File: config.mk
export PLATFORM = sky130hd
export DESIGN_NAME = ball_physics
export DESIGN_NICKNAME = d
export VERILOG_FILES = /design/src/rtl/ball_physics.sv
export SDC_FILE = /design/constraint.sdc
export NUM_CORES = 1
export LEC_CHECK = 0
export ABC_CLOCK_PERIOD_IN_PS = 8740
export CAP_MARGIN = 20
export CORE_UTILIZATION = 61
export CTS_BUF_LIST = sky130_fd_sc_hd__clkbuf_8 sky130_fd_sc_hd__clkbuf_16
export DETAILED_ROUTE_END_ITERATION = 8
export PLACE_DENSITY = 0.83
export SYNTH_ARGS = -nofsm -noshare
export SYNTH_HDL_FRONTEND = slang
export SYNTH_SLANG_ARGS = --single-unit
File: constraint.sdc
create_clock -name clk -period 8.74 [get_ports clk]
set_clock_uncertainty 0.15 [all_clocks]
set_input_delay 0.874 -clock clk [delete_from_list [all_inputs] [get_ports clk]]
set_output_delay 0.874 -clock clk [all_outputs]
set_load 0.03 [all_outputs]
File: src/rtl/ball_physics.sv
// Single-axis bouncing-ball model: gravity, hand rebound, ceiling clamp and floor game-over,
// stepped once per physics tick from a free-running divider.
module ball_physics #(
  parameter int unsigned PW       = 9,
  parameter int unsigned VW       = 8,
  parameter int unsigned TICK_DIV = 120000,
  parameter int unsigned Y_MIN    = 7,
  parameter int unsigned Y_MAX    = 317,
  parameter int unsigned HIT_WIN  = 8,
  parameter int unsigned V_STOP   = 2
) (
  input  logic          clk,
  input  logic          rst,
  input  logic          ball_release_button,
  input  logic [PW-1:0] home,
  input  logic [PW-1:0] handline,
  input  logic [VW-1:0] hand_velocity,
  input  logic [1:0]    k,
  output logic [PW-1:0] pos_y,
  output logic          tick,
  output logic [1:0]    beep_flag,
  output logic          stop_flag,
  output logic          over_flag
);
  localparam int unsigned CW   = $clog2(TICK_DIV + 1);
  localparam int unsigned SW   = PW + 2;
  localparam int unsigned VMAX = (1 << VW) - 1;

  localparam logic signed [VW+1:0] VLIM   = (VW+2)'(VMAX);
  localparam logic signed [SW-1:0] HW_S   = SW'(HIT_WIN);
  localparam logic signed [SW-1:0] YMIN_S = SW'(Y_MIN);
  localparam logic signed [SW-1:0] YMAX_S = SW'(Y_MAX);

  localparam logic [1:0] BEEP_NONE = 2'b00;
  localparam logic [1:0] BEEP_HIT  = 2'b01;
  localparam logic [1:0] BEEP_CEIL = 2'b10;
  localparam logic [1:0] BEEP_OVER = 2'b11;

  typedef enum logic [1:0] {HOLD, FALL, REST, OVER} state_t;

  state_t               state, state_nxt;
  logic [CW-1:0]        cnt;
  logic signed [VW:0]   vel, v_nxt;
  logic [PW-1:0]        y_nxt;
  logic [1:0]           beep_nxt;

  logic signed [VW+1:0] v_add;
  logic signed [VW:0]   v_phys;
  logic signed [SW-1:0] y_sum, diff, adiff;
  logic [VW-1:0]        vmag, reb;
  logic [VW+1:0]        scaled;
  logic [VW:0]          reb_sum;
  logic [PW-1:0]        rest_pos;
  logic                 hit, floor_hit, ceil_hit;

  // Physics tick divider
  always_ff @(posedge clk or posedge rst) begin
    if (rst) begin
      cnt  <= '0;
      tick <= 1'b0;
    end else if (cnt == CW'(TICK_DIV - 1)) begin
      cnt  <= '0;
      tick <= 1'b1;
    end else begin
      cnt  <= cnt + CW'(1);
      tick <= 1'b0;
    end
  end

  // Candidate motion for this tick and the event tests on it
  always_comb begin
    v_add = {vel[VW], vel} + {{VW{1'b0}}, k} + (VW+2)'(1);
    if (v_add > VLIM)       v_phys = (VW+1)'(VLIM);
    else if (v_add < -VLIM) v_phys = (VW+1)'(-VLIM);
    else                    v_phys = (VW+1)'(v_add);

    y_sum = $signed({2'b00, pos_y}) + $signed({{(SW-VW-1){v_phys[VW]}}, v_phys});
    diff  = y_sum - $signed({2'b00, handline});
    adiff = diff[SW-1] ? -diff : diff;

    hit       = !v_phys[VW] && (v_phys != '0) && (adiff <= HW_S);
    floor_hit = (y_sum >= YMAX_S);
    ceil_hit  = (y_sum <= YMIN_S);

    vmag    = v_phys[VW] ? VW'(-v_phys) : VW'(v_phys);
    scaled  = {2'b00, vmag} * (VW+2)'(3'd4 - {1'b0, k});
    reb_sum = (VW+1)'(scaled >> 2) + {1'b0, hand_velocity};
    reb     = (reb_sum > (VW+1)'(VMAX)) ? VW'(VMAX) : reb_sum[VW-1:0];

    rest_pos = (handline < PW'(HIT_WIN)) ? PW'(Y_MIN) : handline - PW'(HIT_WIN);
  end

  // Next-state and next-value selection; a dropped button wins over every tick event
  always_comb begin
    state_nxt = state;
    y_nxt     = pos_y;
    v_nxt     = vel;
    beep_nxt  = tick ? BEEP_NONE : beep_flag;
    unique case (state)
      HOLD: begin
        y_nxt = home;
        v_nxt = '0;
        if (tick && ball_release_button) state_nxt = FALL;
      end
      FALL: begin
        if (tick) begin
          if (hit) begin
            y_nxt    = rest_pos;
            beep_nxt = BEEP_HIT;
            if (reb < VW'(V_STOP)) begin
              v_nxt     = '0;
              state_nxt = REST;
            end else begin
              v_nxt = -$signed({1'b0, reb});
            end
          end else if (floor_hit) begin
            y_nxt     = PW'(Y_MAX);
            v_nxt     = '0;
            beep_nxt  = BEEP_OVER;
            state_nxt = OVER;
          end else if (ceil_hit) begin
            y_nxt    = PW'(Y_MIN);
            v_nxt    = '0;
            beep_nxt = BEEP_CEIL;
          end else begin
            y_nxt = y_sum[PW-1:0];
            v_nxt = v_phys;
          end
        end
      end
      REST: begin
        if (tick) begin
          y_nxt = rest_pos;
          v_nxt = '0;
          if (hand_velocity >= VW'(V_STOP)) begin
            v_nxt     = -$signed({1'b0, hand_velocity});
            state_nxt = FALL;
          end
        end
      end
      OVER: begin
        y_nxt = pos_y;
      end
      default: state_nxt = HOLD;
    endcase
    if (tick && !ball_release_button) begin
      state_nxt = HOLD;
      y_nxt     = home;
      v_nxt     = '0;
      beep_nxt  = BEEP_NONE;
    end
  end

  always_ff @(posedge clk or posedge rst) begin
    if (rst) state <= HOLD;
    else     state <= state_nxt;
  end

  always_ff @(posedge clk or posedge rst) begin
    if (rst) begin
      pos_y     <= '0;
      vel       <= '0;
      beep_flag <= BEEP_NONE;
      stop_flag <= 1'b0;
      over_flag <= 1'b0;
    end else begin
      pos_y     <= y_nxt;
      vel       <= v_nxt;
      beep_flag <= beep_nxt;
      stop_flag <= (state_nxt == REST);
      over_flag <= (state_nxt == OVER);
    end
  end

endmodule

# Word-level counts from Yosys, hierarchy flattened
# Index checks and enable logic that the tools add are counted.
[word_totals]
ff_bits = 42
latchBits = 0
ram_bits = 0
rom_bits = 0
in_bits = 31
output_inout_bits = 14
wordCells = 90
memories = 0
[classes]
n_addsub = 12
mul = 1
div_mod_pow = 0
n_lt_le_gt_ge = 9
eq_ne = 9
shift = 0
mux = 40
n_bitwise = 0
n_reduce_logical = 11
[op_table]
columns = ["operator", "n"]
rows = [
  ["9-bit two-way mux", 17],
  ["9-bit one-hot mux with 3 select lines", 2],
  ["2-bit two-way mux", 15],
  ["8-bit negation with 9-bit output", 2],
  ["17-bit by 1-bit adder with 17-bit output (second input constant)", 1],
  ["17-bit equality test (second input constant)", 1],
  ["17-bit two-way mux", 1],
  ["8-bit two-way mux", 2],
  ["10-bit by 9-bit adder with 11-bit output", 1],
  ["11-bit by 10-bit greater-or-equal comparator with 1-bit output (second input constant)", 1],
  ["11-bit by 4-bit less-or-equal comparator with 1-bit output (second input constant)", 1],
  ["11-bit by 5-bit less-or-equal comparator with 1-bit output (second input constant)", 1],
  ["11-bit two-way mux", 1],
  ["11-bit negation", 1],
  ["11-bit by 10-bit subtractor with 11-bit output", 1],
  ["10-bit by 1-bit adder with 10-bit output (second input constant)", 1],
  ["9-bit by 3-bit adder with 10-bit output", 1],
  ["10-bit by 9-bit > comparator with 1-bit output (second input constant)", 1],
  ["10-bit by 9-bit < comparator with 1-bit output (second input constant)", 1],
  ["9-bit by 4-bit multiplier with 10-bit output", 1],
  ["8-bit by 8-bit adder with 9-bit output", 1],
  ["9-bit by 8-bit > comparator with 1-bit output (second input constant)", 1],
  ["9-bit by 4-bit < comparator with 1-bit output (second input constant)", 1],
  ["9-bit nonzero test", 1],
  ["16 further kinds", 25],
]

# Depth between registers and ports, before layout
# Gate-level depths: netlist of run 1.
[logic_depth]
word_depth = 18
ltp_mapped = 41
ltp_nobuf = 39

# Worst setup path after synthesis of run 1
# Ideal clock, no wire load.
[synth_timing]
path_type = "in2reg"
startpoint = "input port k[1]"
endpoint = "register vel[6]"
setup_ns = 0.147
arrival_ns = 7.798
required_time_ns = 8.443
setup_slack_ns = 0.645
stages = 33
path_buffers = 1
cell_sequence = "ha_1 nor2b_1 o21ai_0 or4b_2 a311oi_1 o21ai_0 or2_2 and3_1 clkbuf_1 ha_1 o21ai_0 nor2_1 ha_1 fa_1 inv_1 fa_1 xnor2_1 ha_1 nor2b_1 o21a_1 o21a_1 o21ai_0 a21oi_1 o21ai_0 nor2b_1 and2_1 ha_1 nand2_1 nor2_1 nand2_1 xnor2_1 nand3_1 o311ai_0"
[synth_between]
elab_chain_cells = 17
elab_cells_between_ends = 33
classes_between = "add/sub (9); mul (1); order compare (7); mux (12); reduce/logical (4)"
[synth_rtl]
columns = ["element", "line_no", "source"]
rows = [
  ["from (decl)", "18", "input logic [1:0] k,"],
  ["9-bit by 3-bit adder with 10-bit output", "72", "v_add = {vel[VW], vel} + {{VW{1'b0}}, k} + (VW+2)'(1);"],
  ["10-bit by 1-bit adder with 10-bit output", "72", ""],
  ["10-bit by 9-bit < comparator with 1-bit output", "74", "else if (v_add < -VLIM) v_phys = (VW+1)'(-VLIM);"],
  ["9-bit two-way mux", "74", ""],
  ["9-bit two-way mux", "73", "if (v_add > VLIM) v_phys = (VW+1)'(VLIM);"],
  ["8-bit negation", "85", "vmag = v_phys[VW] ? VW'(-v_phys) : VW'(v_phys);"],
  ["8-bit two-way mux", "85", ""],
  ["9-bit by 4-bit multiplier with 10-bit output", "86", "scaled = {2'b00, vmag} * (VW+2)'(3'd4 - {1'b0, k});"],
  ["8-bit by 8-bit adder with 9-bit output", "87", "reb_sum = (VW+1)'(scaled >> 2) + {1'b0, hand_velocity};"],
  ["9-bit by 8-bit > comparator with 1-bit output", "88", "reb = (reb_sum > (VW+1)'(VMAX)) ? VW'(VMAX) : reb_sum[VW-1:0];"],
  ["8-bit two-way mux", "88", ""],
  ["8-bit negation with 9-bit output or 8-bit by 2-bit < comparator with 1-bit output (tied branches)", "114, 110", ""],
  ["9-bit two-way mux", "110", "if (reb < VW'(V_STOP)) begin"],
  ["9-bit two-way mux *", "107", "if (hit) begin"],
  ["9-bit two-way mux *", "106", "if (tick) begin"],
  ["9-bit one-hot mux with 3 select lines *", "99", "unique case (state)"],
  ["9-bit two-way mux *", "146", "if (tick && !ball_release_button) begin"],
  ["to (signal assigned)", "168", "vel <= v_nxt;"],
  ["to (decl)", "43", "logic signed [VW:0] vel, v_nxt;"],
]
# Every way passes the cells marked *; elsewhere a longest branch is shown, timed or not. The select of a mux whose other input is x is not followed.
# A chain may end at the register's enable or synchronous reset.

# Worst setup path in the final report of run 1
[layout_timing]
startpoint = "input port k[0]"
endpoint = "register over_flag"
[layout_between]
elab_chain_cells = 18
elab_cells_between_ends = 31
classes_between = "add/sub (8); mul (1); order compare (6); eq/ne (1); mux (11); reduce/logical (4)"
[layout_rtl]
columns = ["element", "line_no", "source"]
rows = [
  ["9-bit by 3-bit adder with 10-bit output", "72", ""],
  ["10-bit by 1-bit adder with 10-bit output", "72", ""],
  ["10-bit by 9-bit < comparator with 1-bit output", "74", ""],
  ["9-bit two-way mux", "74", ""],
  ["9-bit two-way mux", "73", ""],
  ["8-bit negation", "85", ""],
  ["8-bit two-way mux", "85", ""],
  ["9-bit by 4-bit multiplier with 10-bit output", "86", ""],
  ["(+3 left out)", "-", ""],
  ["8-bit by 2-bit < comparator with 1-bit output", "110", ""],
  ["2-bit two-way mux", "110", ""],
  ["2-bit two-way mux *", "107", ""],
  ["2-bit two-way mux *", "106", ""],
  ["2-bit one-hot mux with 3 select lines *", "99", ""],
  ["2-bit two-way mux *", "146", ""],
  ["named net state_nxt[0]", "41", "state_t state, state_nxt;"],
  ["2-bit equality test *", "171", "over_flag <= (state_nxt == OVER);"],
  ["to (signal assigned)", "171", ""],
  ["to (decl)", "23", "output logic over_flag"],
]
# Mark *: on every way through the listed nets, which the timed path passes. The rest lies on a longest branch.

==> flow_metrics.py, run 1 <==
metrics = {
    "run_status": {
        "status": "complete, but fails checks",
        "violations": "DRC",
    },
    "clock_tree": {
        "root_buffer": "clkbuf_8",
        "cts_tree": "done",
        "clk_pin_slew_ns": 0.07,
        "cts.sinks": 42,
        "htreeDepth": 2,
        "cts_buffer_depth": 2,
        "cts_made_buffers": 5,
        "insertion_delay_ns": 0.30,
    },
    "yosys": {
        "syn_area_mm2": 0.005687,
        "syn_avg_cell_area_um2": 7.643,
        "ys_async_sr_fraction_pct": 100.0,
        "ys.flop_type": "dfrtp_1",
        "synth-seq-cells": 42,
        "synthCells": 744,
        "seq_area_frac_synth_pct": 18.48,
        "synth_nets": 842,
        "synth.distinct_cells": 76,
        "synth_edf_count": 0,
        "yosys_warnings": 0,
    },
    "power": {
        "clock_power_share_pct": 21.2,
        "switching_power_mw": 0.2946,
        "share_seq_of_total_power_pct": 27.8,
        "p_int_mw": 0.4474,
        "leakage_nw": 2.924,
        "finalPower_mw": 0.7420,
        "peakVddDrop_mv": 0.1093,
        "power_frac_comb_pct": 50.9,
        "switching_share_pct": 39.70,
        "powerDensity_mw_per_mm2": 115.0,
    },
    "finish": {
        "stdcell_count": 897,
        "areaGrowthSynthToFinish_pct": 13.44,
        "design_area_mm2": 0.006451,
        "antenna_cells": 0,
        "final_common_cell": "inv_1",
        "fillCellCount": 701,
        "seq_area_mm2": 0.001051,
        "multi_input_area_mm2": 0.004295,
        "drive_gt1_share_pct": 7.224,
        "nets": 887,
        "final_cell_mix": "inv_1 (78), nor2_1 (65), nand2_1 (56)",
    },
    "routing": {
        "vias_per_cell": 6.340,
        "ant_nets": 0,
        "first_pass_iters": 7,
        "wl_um": 15730,
        "drt_iter0_markers": 459,
        "avgRoutedWirePerCell_um": 17.53,
        "vias": 5687,
        "post-route-drc-count": 1,
    },
    "sta": {
        "hold_violations": 0,
        "fin_crit_ns": 8.474,
        "fin_crit_sh_pct": 96.96,
        "tns_ns": 0,
        "relSlewSlack_pct": 34.48,
        "whs_ns": 0.3481,
        "finalMaxSlewViolations": 0,
        "fmax_mhz": 118.0,
        "setup_viol": 0,
        "worstMarginPinSlew_ns": 0.9726,
    },
    "die": {
        "fp.coreArea_mm2": 0.008891,
        "die_area_mm2": 0.009712,
        "start_util_pct": 63.96,
        "die_x_um": 98.55,
        "die_h_um": 98.55,
        "row_count": 34,
        "ioPinCount": 45,
    },
    "setup_path": {
        "timing.rr.end": "over_flag",
        "crit_required_ns": 8.77,
        "cpMaxStageDelayCell": "or4b_2",
        "crit_start": "k[0]",
        "cp_data_arrival_time_ns": 8.51,
        "reg2reg_depth": 30,
        "crit_path_end_kind": "flop",
        "cpPeakStageDelay_ns": 0.67,
        "cp-start-kind": "input pin",
        "crit_end": "over_flag",
        "critPathKind": "input pin to flop",
        "reg2reg_slack_ns": 0.82,
        "crit_path_frequent_cell": "ha_1",
        "rr_startpoint": "vel[1]",
        "crit_fanout": 5,
    },
    "placement": {
        "dpl_cell_area_mm2": 0.006250,
        "io_buffers": 44,
        "gp_congestion": 0.9858,
        "hpwl_um": 12450,
        "placedCellCount": 886,
    },
    "global_routing": {
        "grt_max_degree": 43,
        "grt_remaining_overflow": 0,
        "grt_pass1_wl_um": 25740,
        "antenna_found_initial": 0,
        "grt_usage_pct": 32.73,
        "grt_pass1_vias": 5597,
    },
    "flow_run": {
        "maxCapViolCount": 0,
    },
    "hold_path": {
        "hold_class": "flop to flop",
    },
}
-- per-layer routing --
layer	track usage, %	vias to the layer above	share of wire, %
li1	-	2757	-
met1	43.53	2667	44
met2	54.66	216	46
met3	5.106	47	7.5
met4	10.79	0	2.7
met5	0	-	0
-- power by group through the flow --
| stage | clock [mW] | combinational [mW] | sequential, mW |
|---|---|---|---|
| after global placement | 0 | 0.353 | 0.210 |
| after floorplan | 0 | 0.269 | 0.216 |
| after CTS | 0.159 | 0.370 | 0.206 |
| after detailed placement | 0 | 0.366 | 0.210 |
| final | 0.157 | 0.378 | 0.207 |
| after global routing | 0.166 | 0.415 | 0.207 |
-- worst min-delay path by stage --
stage / slack (ns) / start / endpoint / depth (start not counted)
finish: 0.35 / cnt[0] / cnt[0] / 1
global route: 0.37 / cnt[0] / cnt[0] / 1
CTS: 0.35 / cnt[0] / cnt[0] / 1
detailed placement: 0.34 / cnt[0] / cnt[0] / 1
global placement: 0.33 / cnt[0] / cnt[0] / 1
floorplan: 0.31 / cnt[0] / cnt[0] / 1
-- critical path, delay by kind of cell --
kind	cells	cell delay (ns)
and+or+nand+nor	8	2.09
buffers and inverters	2	0.56
AOI/OAI and AO/OA	14	2.72
xor gates and xnor gates	2	0.35
adders and majority gates	6	1.94
-- area by class of cell --
class / instances / share of cell area (%)
clock buffers: 6 / 1.280
multi-input cells: 601 / 66.58
clock inverters: 1 / 0.4655
flip-flops and latches: 42 / 16.29
inverters: 79 / 4.597
well taps: 108 / 2.095
repair buffers: 60 / 8.689
-- registers in the layout (all words and copies together), names as in the netlist --
register / flops
state: 2
vel: 9
tick: 1
stop_flag: 1
cnt: 17
over_flag: 1
beep_flag: 2
pos_y: 9
-- per-stage QoR --
step / util (%) / worst slack [ns]
final: 72.56 / 0.2659
after global routing: 72.56 / -0.07588
after CTS: 71.56 / 0.1156
after detailed placement: 70.29 / -0.1710
after global placement: 70.29 / 0.1939
after floorplan: - / 0.6451
-- kinds of logic (layout without fill, tap and decap cells) --
family	Yosys count	count (layout)	share of synthesized area, %
adder cells (fa/ha/maj)	67	67	16.06
AND/OR/NAND/NOR	274	274	24.36
AO/OA/AOI/OAI	197	197	24.16
multiplexers	4	4	0.8360
flip-flops	42	42	18.48
XOR/XNOR	59	59	9.087
buffers and inverters	101	146	7.018
-- cell usage after synthesis (7+ instances only) --
library cell | n | area, um2
xor2_1 | 21 | 183.9
o211ai_1 | 13 | 97.59
nand2_1 | 56 | 210.2
ha_1 | 57 | 713.2
dfrtp_1 | 42 | 1051
clkbuf_1 | 15 | 56.30
a21o_1 | 11 | 82.58
a22oi_1 | 8 | 60.06
a211o_1 | 7 | 61.31
nor3_1 | 17 | 85.08
and3_1 | 12 | 75.07
nor2b_1 | 11 | 68.82
nor2_1 | 66 | 247.7
fa_1 | 10 | 200.2
inv_1 | 79 | 296.5
o311ai_0 | 8 | 70.07
o21a_1 | 7 | 52.55
and2_1 | 19 | 118.9
nor4_1 | 8 | 50.05
nand4_1 | 9 | 56.30
nand2b_1 | 10 | 62.56
a21oi_1 | 42 | 210.2
nand3_1 | 39 | 195.2
xnor2_1 | 38 | 332.8
o21ai_0 | 38 | 190.2
-- what timing repair did --
action | in CTS | in global routing
setup buffers | 0 | 3
setup endpoints to repair | 0 | 24
resized for setup | 0 | 22
hold buffers | 0 | 0
No activity file was read; power rests on OpenSTA's default activity.
==> run 2, diff against run 1 <==
==> constraint.sdc (replaced) <==
create_clock -name clk -period 8.74 [get_ports clk]
set_clock_uncertainty 0.15 [all_clocks]
set_input_delay 1.748 -clock clk [delete_from_list [all_inputs] [get_ports clk]]
set_output_delay 1.748 -clock clk [all_outputs]
set_load 0.03 [all_outputs]
==> flow_metrics.py, run 2 (synthesis results as in run 1) <==
metrics = {
    "die": {
        "fp.coreArea_mm2": 0.008891,
        "start_util_pct": 63.96,
        "die_h_um": 98.55,
        "die_x_um": 98.55,
        "row_count": 34,
        "die_area_mm2": 0.009712,
        "ioPinCount": 45,
    },
    "routing": {
        "vias_per_cell": 6.338,
        "post-route-drc-count": 1,
        "wl_um": 17420,
        "avgRoutedWirePerCell_um": 17.65,
        "first_pass_iters": 8,
        "vias": 6256,
        "drt_iter0_markers": 496,
        "ant_nets": 0,
    },
    "clock_tree": {
        "root_buffer": "clkbuf_8",
        "clk_pin_slew_ns": 0.09,
        "ctsHoldBuffers": 0,
        "cts_buffer_depth": 2,
        "cts.sinks": 42,
        "htreeDepth": 2,
        "insertion_delay_ns": 0.31,
        "cts_tree": "done",
        "cts_made_buffers": 5,
    },
    "setup_path": {
        "crit_required_ns": 8.79,
        "rr_startpoint": "vel[1]",
        "cp-start-kind": "input pin",
        "critPathKind": "input pin to flop",
        "cpMaxStageDelayCell": "fa_1",
        "crit_path_end_kind": "flop",
        "cp_data_arrival_time_ns": 8.50,
        "cpPeakStageDelay_ns": 0.54,
        "crit_fanout": 5,
        "crit_start": "k[1]",
    },
    "run_status": {
        "status": "complete, but fails checks",
        "violations": "DRC",
    },
    "finish": {
        "nets": 976,
        "regMostFlops": "cnt",
        "areaGrowthSynthToFinish_pct": 28.82,
        "antenna_cells": 0,
        "drive_gt1_share_pct": 19.80,
        "largest_reg_flops": 17,
        "final_common_cell": "buf_4",
        "final_cell_mix": "buf_4 (105), inv_1 (78), nor2_1 (63)",
        "top_regs": "cnt: 17 flops, pos_y: 9 flops, vel: 9 flops",
        "fin_util_pct": 82.40,
    },
    "placement": {
        "dpl_worst_slack_ns": -0.4836,
        "io_buffers": 44,
        "hpwl_um": 13490,
        "gp_congestion": 0.9487,
    },
    "sta": {
        "hold_violations": 0,
        "relSlewSlack_pct": 26.12,
        "fmax_mhz": 118.2,
        "setup_ws_ns": 0.2827,
        "fin_crit_sh_pct": 96.77,
        "finalMaxSlewViolations": 0,
        "worstMarginPinSlew_ns": 1.097,
        "fin_crit_ns": 8.457,
        "setup_viol": 0,
    },
    "global_routing": {
        "grt_pass1_wl_um": 27720,
        "grt_max_degree": 43,
        "grt_remaining_overflow": 0,
        "grt_pass1_vias": 5993,
        "antenna_found_initial": 0,
        "grt_usage_pct": 35.07,
    },
    "hold_path": {
        "hold_class": "flop to flop",
        "min-delay-start": "cnt[0]",
    },
    "power": {
        "leakage_nw": 3.409,
        "finalPower_mw": 0.8165,
        "peakVddDrop_mv": 0.09305,
        "powerDensity_mw_per_mm2": 111.5,
    },
    "flow_run": {
        "maxCapViolCount": 0,
    },
}
-- run 2: worst paths after layout --
kind                       depth (start not counted)   endpoint  slack (ns)
setup / recovery                                  37  over_flag        0.28
hold / removal                                     1     cnt[0]        0.34
setup reg to reg                                  36  over_flag        1.37
hold reg to reg                                    1     cnt[0]        0.34
max in group asynchronous                          3     vel[3]        6.34
min in group asynchronous                          3  stop_flag        1.72
-- run 2: power breakdown --
group          leakage (nW)  switching, mW  internal (mW)
registers             0.532        0.00674          0.199
clock network        0.0585         0.0759         0.0858
logic                  2.82          0.240          0.209
-- run 2: metrics by stage --
step | setup TNS [ns] | hold slack [ns] | area, um2 | cells
global route | -0.1326 | 0.3740 | 7326 | 987
CTS | 0 | 0.3449 | 7128 | 982
finish | 0 | 0.3437 | 7326 | 987
detailed placement | -8.498 | 0.3334 | 6882 | 969
floorplan | 0 | 0.3052 | 5695 | 744
global placement | -4.327 | 0.3304 | 6874 | 968
-- run 2: routing by layer --
| metal | up-vias | share of wire (%) | track usage (%) |
|---|---|---|---|
| met1 | 2985 | 42 | 47.64 |
| met3 | 45 | 8.0 | 3.050 |
| met4 | 0 | 2.1 | 9.070 |
| met2 | 291 | 48 | 60.35 |
| li1 | 2935 | - | - |
| met5 | - | 0 | 0 |
-- run 2: timing repair --
item / CTS / global route
gates resized for setup: 23 / 34
setup buffers: 5 / 5
setup endpoints to repair: 21 / 24
pin swaps: 17 / 28
-- run 2: area by class of cell --
| class | instances | area (um2) |
|---|---|---|
| sequential | 42 | 1051 |
| multi-input combinational | 601 | 4497 |
| tap | 108 | 135.1 |
| clock inverter | 3 | 43.79 |
| inverter | 79 | 296.5 |
| clock buffer | 5 | 68.82 |
| timing repair buffer | 149 | 1234 |
| fill | 586 | 1565 |
-- run 2: worst max-delay path, delay by kind of cell --
family / cells / cell delay, ns
AOI/OAI and AO/OA: 11 / 1.98
and+or+nand+nor: 11 / 1.94
adders and majority gates: 6 / 1.90
buffers and inverters: 7 / 0.68
xor gates and xnor gates: 2 / 0.23
